`src/rtl/qk_score_scheduler_if.sv`:
```
// qk_score_scheduler_if
// Groups the two streaming sides of the QK score scheduler into one bundle.
//   Dot-product side : q_idx/k_idx operand addresses, dp_vld_out/dp_rdy_in issue
//                      handshake, dp_vld_in/dp_rdy_out/s_in result handshake.
//   Downstream side  : score_vld_out/score_rdy_in handshake, s_out score and its
//                      s_row/s_col/s_last tag.
// The master modport is the scheduler. The slave modport is its surroundings:
// the dot-product unit and the softmax stage.
interface qk_score_scheduler_if #(
    parameter int ROW_W     = 3,
    parameter int COL_W     = 3,
    parameter int INT_WIDTH = 16
);
    logic [ROW_W-1:0]     q_idx;
    logic [COL_W-1:0]     k_idx;
    logic                 dp_vld_out;
    logic                 dp_rdy_in;
    logic                 dp_rdy_out;
    logic                 dp_vld_in;
    logic [INT_WIDTH-1:0] s_in;
    logic                 score_vld_out;
    logic                 score_rdy_in;
    logic [INT_WIDTH-1:0] s_out;
    logic [ROW_W-1:0]     s_row;
    logic [COL_W-1:0]     s_col;
    logic                 s_last;

    modport master (
        output q_idx, k_idx, dp_vld_out, dp_rdy_out,
        output score_vld_out, s_out, s_row, s_col, s_last,
        input  dp_rdy_in, dp_vld_in, s_in, score_rdy_in
    );

    modport slave (
        input  q_idx, k_idx, dp_vld_out, dp_rdy_out,
        input  score_vld_out, s_out, s_row, s_col, s_last,
        output dp_rdy_in, dp_vld_in, s_in, score_rdy_in
    );
endinterface

```
`src/rtl/qk_score_scheduler.sv`:
```
// qk_score_scheduler
// Walks one Q tile x K tile in row-major order and feeds (q_idx, k_idx) pairs
// to the QK dot-product unit. Each issued pair leaves a {row, col, last} tag in
// a small in-order FIFO. Returning scores are matched to that FIFO head and
// forwarded downstream with their tag.
// Ports:
//   clk, rst      clock and synchronous active-high reset
//   start         launch a tile (IDLE only); n_q/n_k are latched with it
//   n_q, n_k      valid Q / K rows in this tile (0 gives an empty tile)
//   busy          high while issuing or draining
//   done          one-cycle pulse when the tile completes
//   err           sticky: a score arrived with no outstanding tag
//   bus           dot-product and downstream handshakes (master side)
module qk_score_scheduler #(
    parameter int BR        = 8,
    parameter int BC        = 8,
    parameter int TAG_DEPTH = 4,
    parameter int INT_WIDTH = 16,
    parameter int ROW_W     = (BR > 1) ? $clog2(BR) : 1,
    parameter int COL_W     = (BC > 1) ? $clog2(BC) : 1
) (
    input  logic                 clk,
    input  logic                 rst,
    input  logic                 start,
    input  logic [ROW_W:0]       n_q,
    input  logic [COL_W:0]       n_k,
    output logic                 busy,
    output logic                 done,
    output logic                 err,
    qk_score_scheduler_if.master bus
);
    localparam int PTR_W = $clog2(TAG_DEPTH);
    localparam int TAG_W = ROW_W + COL_W + 1;
    localparam logic [PTR_W:0] CNT_FULL = (PTR_W + 1)'(TAG_DEPTH);

    typedef enum logic [1:0] {IDLE, ISSUE, DRAIN, DONE} state_t;

    state_t           state;
    logic [ROW_W:0]   nq_r;
    logic [COL_W:0]   nk_r;
    logic [ROW_W-1:0] q_cnt;
    logic [COL_W-1:0] k_cnt;

    logic [TAG_W-1:0] tag_mem [TAG_DEPTH];
    logic [PTR_W-1:0] wr_ptr;
    logic [PTR_W-1:0] rd_ptr;
    logic [PTR_W:0]   tag_cnt;
    logic [TAG_W-1:0] head;

    logic tag_full;
    logic tag_empty;
    logic issue_fire;
    logic pop_fire;
    logic k_last;
    logic last_pair;

    // Full/empty come from the registered count only. A same-cycle pop does
    // not make room for a push.
    assign tag_full  = (tag_cnt == CNT_FULL);
    assign tag_empty = (tag_cnt == '0);

    assign bus.dp_vld_out = (state == ISSUE) && !tag_full;
    assign issue_fire     = bus.dp_vld_out && bus.dp_rdy_in;
    assign bus.q_idx      = q_cnt;
    assign bus.k_idx      = k_cnt;

    assign k_last    = ({1'b0, k_cnt} == nk_r - 1'b1);
    assign last_pair = k_last && ({1'b0, q_cnt} == nq_r - 1'b1);

    // The dot-product passes its ready straight through, so stalling
    // downstream also stalls the dot-product output.
    assign bus.dp_rdy_out    = bus.score_rdy_in;
    assign bus.score_vld_out = bus.dp_vld_in && !tag_empty;
    assign pop_fire          = bus.score_vld_out && bus.score_rdy_in;

    assign head       = tag_mem[rd_ptr];
    assign bus.s_out  = bus.s_in;
    assign bus.s_row  = head[TAG_W-1 -: ROW_W];
    assign bus.s_col  = head[COL_W:1];
    assign bus.s_last = head[0];

    // Tile sequencer. done and busy are registered and set on the state
    // transitions, so they line up exactly with the DONE and ISSUE/DRAIN states.
    always_ff @(posedge clk) begin
        if (rst) begin
            state <= IDLE;
            nq_r  <= '0;
            nk_r  <= '0;
            q_cnt <= '0;
            k_cnt <= '0;
            busy  <= 1'b0;
            done  <= 1'b0;
        end else begin
            done <= 1'b0;
            unique case (state)
                IDLE: begin
                    if (start) begin
                        nq_r  <= n_q;
                        nk_r  <= n_k;
                        q_cnt <= '0;
                        k_cnt <= '0;
                        if (n_q == '0 || n_k == '0) begin
                            state <= DONE;
                            done  <= 1'b1;
                        end else begin
                            state <= ISSUE;
                            busy  <= 1'b1;
                        end
                    end
                end
                ISSUE: begin
                    if (issue_fire) begin
                        if (k_last) begin
                            k_cnt <= '0;
                            q_cnt <= q_cnt + 1'b1;
                        end else begin
                            k_cnt <= k_cnt + 1'b1;
                        end
                        if (last_pair) begin
                            state <= DRAIN;
                        end
                    end
                end
                DRAIN: begin
                    if (tag_empty && !bus.score_vld_out) begin
                        state <= DONE;
                        busy  <= 1'b0;
                        done  <= 1'b1;
                    end
                end
                DONE: begin
                    state <= IDLE;
                end
                default: begin
                    state <= IDLE;
                end
            endcase
        end
    end

    // In-flight tag FIFO. The storage is also cleared so the tag outputs read
    // zero after reset. A result with no tag is dropped and latches err.
    always_ff @(posedge clk) begin
        if (rst) begin
            for (int i = 0; i < TAG_DEPTH; i++) begin
                tag_mem[i] <= '0;
            end
            wr_ptr  <= '0;
            rd_ptr  <= '0;
            tag_cnt <= '0;
            err     <= 1'b0;
        end else begin
            if (issue_fire) begin
                tag_mem[wr_ptr] <= {q_cnt, k_cnt, last_pair};
                wr_ptr          <= wr_ptr + 1'b1;
            end
            if (pop_fire) begin
                rd_ptr <= rd_ptr + 1'b1;
            end
            unique case ({issue_fire, pop_fire})
                2'b10:   tag_cnt <= tag_cnt + 1'b1;
                2'b01:   tag_cnt <= tag_cnt - 1'b1;
                default: tag_cnt <= tag_cnt;
            endcase
            if (bus.dp_vld_in && tag_empty) begin
                err <= 1'b1;
            end
        end
    end
endmodule

```
`src/flat_wrapper.sv`:
```
// flat-port wrapper written by rule: the top's interface ports become plain ports
module qk_score_scheduler_flat 
#(
    parameter int BR        = 8,
    parameter int BC        = 8,
    parameter int TAG_DEPTH = 4,
    parameter int INT_WIDTH = 16,
    parameter int ROW_W     = (BR > 1) ? $clog2(BR) : 1,
    parameter int COL_W     = (BC > 1) ? $clog2(BC) : 1
)
  (clk, rst, start, n_q, n_k, busy, done, err, bus_q_idx, bus_k_idx, bus_dp_vld_out, bus_dp_rdy_out, bus_score_vld_out, bus_s_out, bus_s_row, bus_s_col, bus_s_last, bus_dp_rdy_in, bus_dp_vld_in, bus_s_in, bus_score_rdy_in);
  qk_score_scheduler_if #(.ROW_W(ROW_W), .COL_W(COL_W), .INT_WIDTH(INT_WIDTH)) bus_i ();
  input  logic clk;
  input  logic rst;
  input  logic start;
  input  logic [ROW_W:0] n_q;
  input  logic [COL_W:0] n_k;
  output logic busy;
  output logic done;
  output logic err;
  output wire logic [$bits(bus_i.q_idx)-1:0] bus_q_idx;
  output wire logic [$bits(bus_i.k_idx)-1:0] bus_k_idx;
  output wire logic [$bits(bus_i.dp_vld_out)-1:0] bus_dp_vld_out;
  output wire logic [$bits(bus_i.dp_rdy_out)-1:0] bus_dp_rdy_out;
  output wire logic [$bits(bus_i.score_vld_out)-1:0] bus_score_vld_out;
  output wire logic [$bits(bus_i.s_out)-1:0] bus_s_out;
  output wire logic [$bits(bus_i.s_row)-1:0] bus_s_row;
  output wire logic [$bits(bus_i.s_col)-1:0] bus_s_col;
  output wire logic [$bits(bus_i.s_last)-1:0] bus_s_last;
  input wire logic [$bits(bus_i.dp_rdy_in)-1:0] bus_dp_rdy_in;
  input wire logic [$bits(bus_i.dp_vld_in)-1:0] bus_dp_vld_in;
  input wire logic [$bits(bus_i.s_in)-1:0] bus_s_in;
  input wire logic [$bits(bus_i.score_rdy_in)-1:0] bus_score_rdy_in;
  assign bus_q_idx = bus_i.q_idx;
  assign bus_k_idx = bus_i.k_idx;
  assign bus_dp_vld_out = bus_i.dp_vld_out;
  assign bus_dp_rdy_out = bus_i.dp_rdy_out;
  assign bus_score_vld_out = bus_i.score_vld_out;
  assign bus_s_out = bus_i.s_out;
  assign bus_s_row = bus_i.s_row;
  assign bus_s_col = bus_i.s_col;
  assign bus_s_last = bus_i.s_last;
  assign bus_i.dp_rdy_in = bus_dp_rdy_in;
  assign bus_i.dp_vld_in = bus_dp_vld_in;
  assign bus_i.s_in = bus_s_in;
  assign bus_i.score_rdy_in = bus_score_rdy_in;
  qk_score_scheduler #(.BR(BR), .BC(BC), .TAG_DEPTH(TAG_DEPTH), .INT_WIDTH(INT_WIDTH), .ROW_W(ROW_W), .COL_W(COL_W)) u_core (.clk(clk), .rst(rst), .start(start), .n_q(n_q), .n_k(n_k), .busy(busy), .done(done), .err(err), .bus(bus_i));
endmodule
```
`config.mk`:
```
export PLATFORM = sky130hd
export DESIGN_NAME = qk_score_scheduler_flat
export DESIGN_NICKNAME = d
export VERILOG_FILES = /design/src/rtl/qk_score_scheduler_if.sv /design/src/rtl/qk_score_scheduler.sv /design/src/flat_wrapper.sv
export SDC_FILE = /design/constraint.sdc
export NUM_CORES = 1
export LEC_CHECK = 0
export BUFFER_PORTS_ARGS = -buffer_cell sky130_fd_sc_hd__buf_2
export CAP_MARGIN = 20
export CORE_MARGIN = 2
export CORE_UTILIZATION = 58
export CTS_CLUSTER_SIZE = 25
export DETAILED_ROUTE_END_ITERATION = 8
export MAX_ROUTING_LAYER = met4
export PLACE_DENSITY = 0.85
export SYNTH_ARGS = -nofsm -noshare
export SYNTH_HDL_FRONTEND = slang
export SYNTH_SLANG_ARGS = --single-unit
```
`constraint.sdc`:
```
create_clock -name clk -period 5.5 [get_ports clk]
set_clock_uncertainty 0.1 [all_clocks]
set_input_delay 0.55 -clock clk [delete_from_list [all_inputs] [get_ports clk]]
set_output_delay 0.55 -clock clk [all_outputs]
set_load 0.01 [all_outputs]
```
==> impl_summary.txt <==
----------------------------------------------------
[Cells and area]
  Reg area ... 0.00140 mm2
  Final non-filler cell area ... 0.00297 mm2
  Area added between synthesis and finish ... 5.74%
  ANT cells ... 0
  Core utilization of the finished layout ... 0.634
  Multi-input logic area ... 0.00120 mm2
  Layout cell share with drive strength beyond 1 ... 0.185
  Count of nets after finishing ... 314
  Fill cell count ... 391

[Yosys]
  Post-Synthesis Mean Instance Area ... 10.8 um2
  Post-synth EDFFs ... 28
  Sequential area share after synthesis ... 0.498
  Async set-or-reset flop fraction in the synthesized netlist ... 0
  Flip-flop and latch count after synthesis ... 56
  Unique cell type count in the Yosys netlist ... 42
  Area of the mapped netlist ... 0.00281 mm2
  Top_reg_cell synth ... edfxtp_1
  Number of instances in the synthesized netlist ... 261
  Net Count, Synth ... 300
  Synthesis warning total ... 0

[Place]
  I/O Buffers ... 32
  Final weighted congestion of routability-driven global placement ... 0.732
  Cell area after placement ... 0.00288 mm2
  Final HPWL DP ... 3600 um

[STA]
  Final-layout setup total negative slack ... 0 ps
  Pins Over Slew Limit ... 0
  Shortest clock period the worst path allows after layout ... 2570 ps
  Achievable clock frequency ... 390 MHz
  Final number of setup-violating endpoints ... 0
  Share of the clock period used by the worst path after layout ... 0.467
  Relative slew slack ... 0.543
  Final Hold Viols ... 0
  Worst Max-Slew Pin Slew ... 680 ps
  Unrepaired setup endpoints after global routing ... no

[Detailed routing]
  Vias per inst ... 5.64
  First-iteration detailed-routing DRC count ... 84
  Number of detailed-routing iterations run before antenna repair ... 4
  Routed wire per std cell ... 14.7 um
  Detailed-route DRC error count ... 0
  Detail Route Antenna Nets ... 0
  Vias post-DR ... 1862
  Total length of routed wires ... 4860 um

[Global route]
  Overflow left after global routing ... 0
  Met2 Resource Use GR ... 0.334
  Wire length of the first global-routing pass ... 8170 um
  Global Route met3 Usage ... 0.0425
  Largest net degree at the start of global routing ... 39
  Initial antenna violation count ... 0
  Met1 track demand over resource ... 0.256
  Overall global routing resource usage ... 0.206
  Via count of the first global-routing pass ... 1686
  Busiest metal layer after global routing ... met2

[Pwr]
  Switching share of total power ... 0.328
  Worst supply voltage drop on vdd ... 0.216 mV
  Seq pwr share ... 0.491
  Psw ... 0.355 mW
  Logic pwr share ... 0.293
  Cell internal pwr ... 0.728 mW
  Lkg Pwr ... 1.18 nW
  Power density of the placed cells ... 364 mW/mm2
  Proportion of power drawn by the clock network ... 0.216

[CTS]
  Clk_lat worst skew ... 310 ps
  Worst-case clock buffer depth ... 2
  Cts bufs inserted ... 5
  Root cell of the clock tree ... clkbuf_8
  CTS HTree Levels ... 2
  Quantity of gates resized following cts ... 0
  Post-CTS repair timing setup buffer count ... 0
  CTS clock-pin slew for the worst setup and hold paths ... 90 ps
  Count of hold-fix buffers inserted at cts ... 0
  TritonCTS Sinks ... 56
  Clock tree from TritonCTS ... yes

[Setup path]
  CP Class ... flip-flop to flip-flop
  Maximum fanout encountered on the critical timing path ... 5
  Required time at the endpoint of the critical path ... 5640 ps
  Nature of the critical path startpoint ... flip-flop
  Endpoint class of the critical path ... flip-flop
  Data arrival time of the critical path ... 2700 ps
  R2r endpoint ... u_core.tag_cnt[2]
  Flop2flop setup slack ... 2930 ps
  Cell depth of the worst flop-to-flop path ... 9
  R2r startpoint ... u_core.tag_cnt[2]

[Min path]
  Worst hold stages ... 2
  End point of the worst hold path ... u_core.err
  Critical hold path startpoint ... u_core.err
  Hold Path Class ... flip-flop to flip-flop

[Floorplanning]
  Floorplan Core Area ... 0.00469 mm2
  Horizontal extent of the die ... 73.6 um
  Number of placement rows ... 25
  Die height ... 73.6 um
  Number of top-level design ports ... 65
  Die area ... 0.00542 mm2
  Starting density of the core ... 0.599

[Job]
  Max Cap Viol ... 0

[Status]
  Status ... complete, no violations

----------------------------------------------------
==> synthesized netlist by cell type, types with 2 or more instances <==
| cell | count | area share |
|---|---|---|
| nor2b_1 | 3 | 0.0067 |
| nand3_1 | 2 | 0.0036 |
| o21bai_1 | 2 | 0.0053 |
| xnor2_1 | 5 | 0.016 |
| nand2b_1 | 5 | 0.011 |
| edfxtp_1 | 28 | 0.30 |
| inv_1 | 11 | 0.015 |
| or4_1 | 3 | 0.0080 |
| ha_1 | 8 | 0.036 |
| and2_1 | 29 | 0.065 |
| or3_1 | 5 | 0.011 |
| xor2_1 | 10 | 0.031 |
| o21ai_0 | 3 | 0.0053 |
| o31ai_1 | 2 | 0.0053 |
| or2_2 | 3 | 0.0067 |
| a21oi_1 | 13 | 0.023 |
| dfxtp_1 | 28 | 0.20 |
| mux4_2 | 7 | 0.056 |
| mux2i_1 | 6 | 0.021 |
| buf_4 | 18 | 0.048 |
| nor3b_1 | 2 | 0.0053 |
| nor2_1 | 16 | 0.021 |
| nand2_1 | 20 | 0.027 |
| clkbuf_1 | 6 | 0.0080 |
| nor3_1 | 8 | 0.014 |
| and3_1 | 2 | 0.0044 |
==> cells by family (layout without fill, tap and decap cells) <==
kind of cell | count (synthesis) | count (layout) | synth area share
simple gates | 101 | 101 | 0.192
flops | 56 | 56 | 0.498
buf+inv | 37 | 52 | 0.0734
compound gates | 30 | 30 | 0.0698
xor+xnor | 15 | 15 | 0.0467
mux | 13 | 13 | 0.0774
fa+ha+maj | 9 | 9 | 0.0427
==> power by group through the flow <==
| stage | Clock, mW | Sequential [mW] | Combinational (mW) |
|---|---|---|---|
| detailed placement | 0 | 0.542 | 0.315 |
| floorplan | 0 | 0.532 | 0.254 |
| finish | 0.234 | 0.532 | 0.318 |
| global placement | 0 | 0.539 | 0.308 |
| CTS | 0.240 | 0.532 | 0.318 |
| global route | 0.254 | 0.540 | 0.357 |
==> stage by stage <==
stage                     cells  setup slack (ps)  power (mW)  hold slack, ps
after floorplan             261              3040       0.786             345
after global placement      322              3030       0.846             350
after detailed placement    322              2970       0.857             359
after CTS                   330              2940        1.09             375
after global routing        330              2780        1.15             390
final                       330              2930        1.08             374
==> cell usage in the layout (no fill, tap or decap), types with 2 or more instances in the layout <==
cell,instances
a21oi_1,13
and2_1,29
and3_1,2
buf_2,32
clkbuf_8,6
dfxtp_1,28
edfxtp_1,28
ha_1,8
inv_1,11
mux2i_1,6
mux4_2,7
nand2_1,20
nand2b_1,5
nand3_1,2
nor2_1,16
nor2b_1,3
nor3_1,8
nor3b_1,2
o21ai_0,3
o21bai_1,2
o31ai_1,2
or2_2,3
or3_1,5
or4_1,3
xnor2_1,5
xor2_1,10
==> final cells by class <==
class,instances,area share
multi-input cells,168,0.405
repair buffers,32,0.0538
flip-flops and latches,56,0.471
inverters,12,0.0151
well taps,54,0.0227
clock inverters,1,0.00294
clock buffers,7,0.0290
==> how the worst max path moves through the flow <==
stage	startpoint	slack (ps)	to
after floorplan	u_core.tag_cnt[0]	3040	u_core.tag_cnt[2]
after global placement	u_core.tag_cnt[2]	3030	u_core.tag_cnt[2]
after detailed placement	u_core.tag_cnt[2]	2970	u_core.tag_cnt[2]
after CTS	u_core.tag_cnt[2]	2940	u_core.tag_cnt[2]
after global routing	u_core.tag_cnt[2]	2780	u_core.tag_cnt[2]
final	u_core.tag_cnt[2]	2930	u_core.tag_cnt[2]
==> worst max-delay path, cell delays in order, from the launching register on <==
cell	delay [ps]
dfxtp_1	390
or3b_1	390
and3_1	270
inv_2	90
ha_1	170
inv_1	60
fa_1	420
xor2_1	160
or3_1	310
a21oi_1	140
==> state kept, by name (all words and copies together), names as in the netlist, named ones only <==
register	flops
u_core.wr_ptr	2
u_core.busy	1
u_core.state	2
u_core.nq_r	4
u_core.bus.q_idx	3
u_core.tag_mem	28
u_core.err	1
u_core.nk_r	4
u_core.bus.k_idx	3
u_core.rd_ptr	2
u_core.tag_cnt	3
u_core.done	1
==> per-layer routing <==
metal | up-vias | wire (um)
li1 | 918 | -
met1 | 887 | 2150
met2 | 44 | 2410
met3 | 13 | 226
met4 | 0 | 80
met5 | - | 0
No activity file was read; power rests on OpenSTA's default activity.
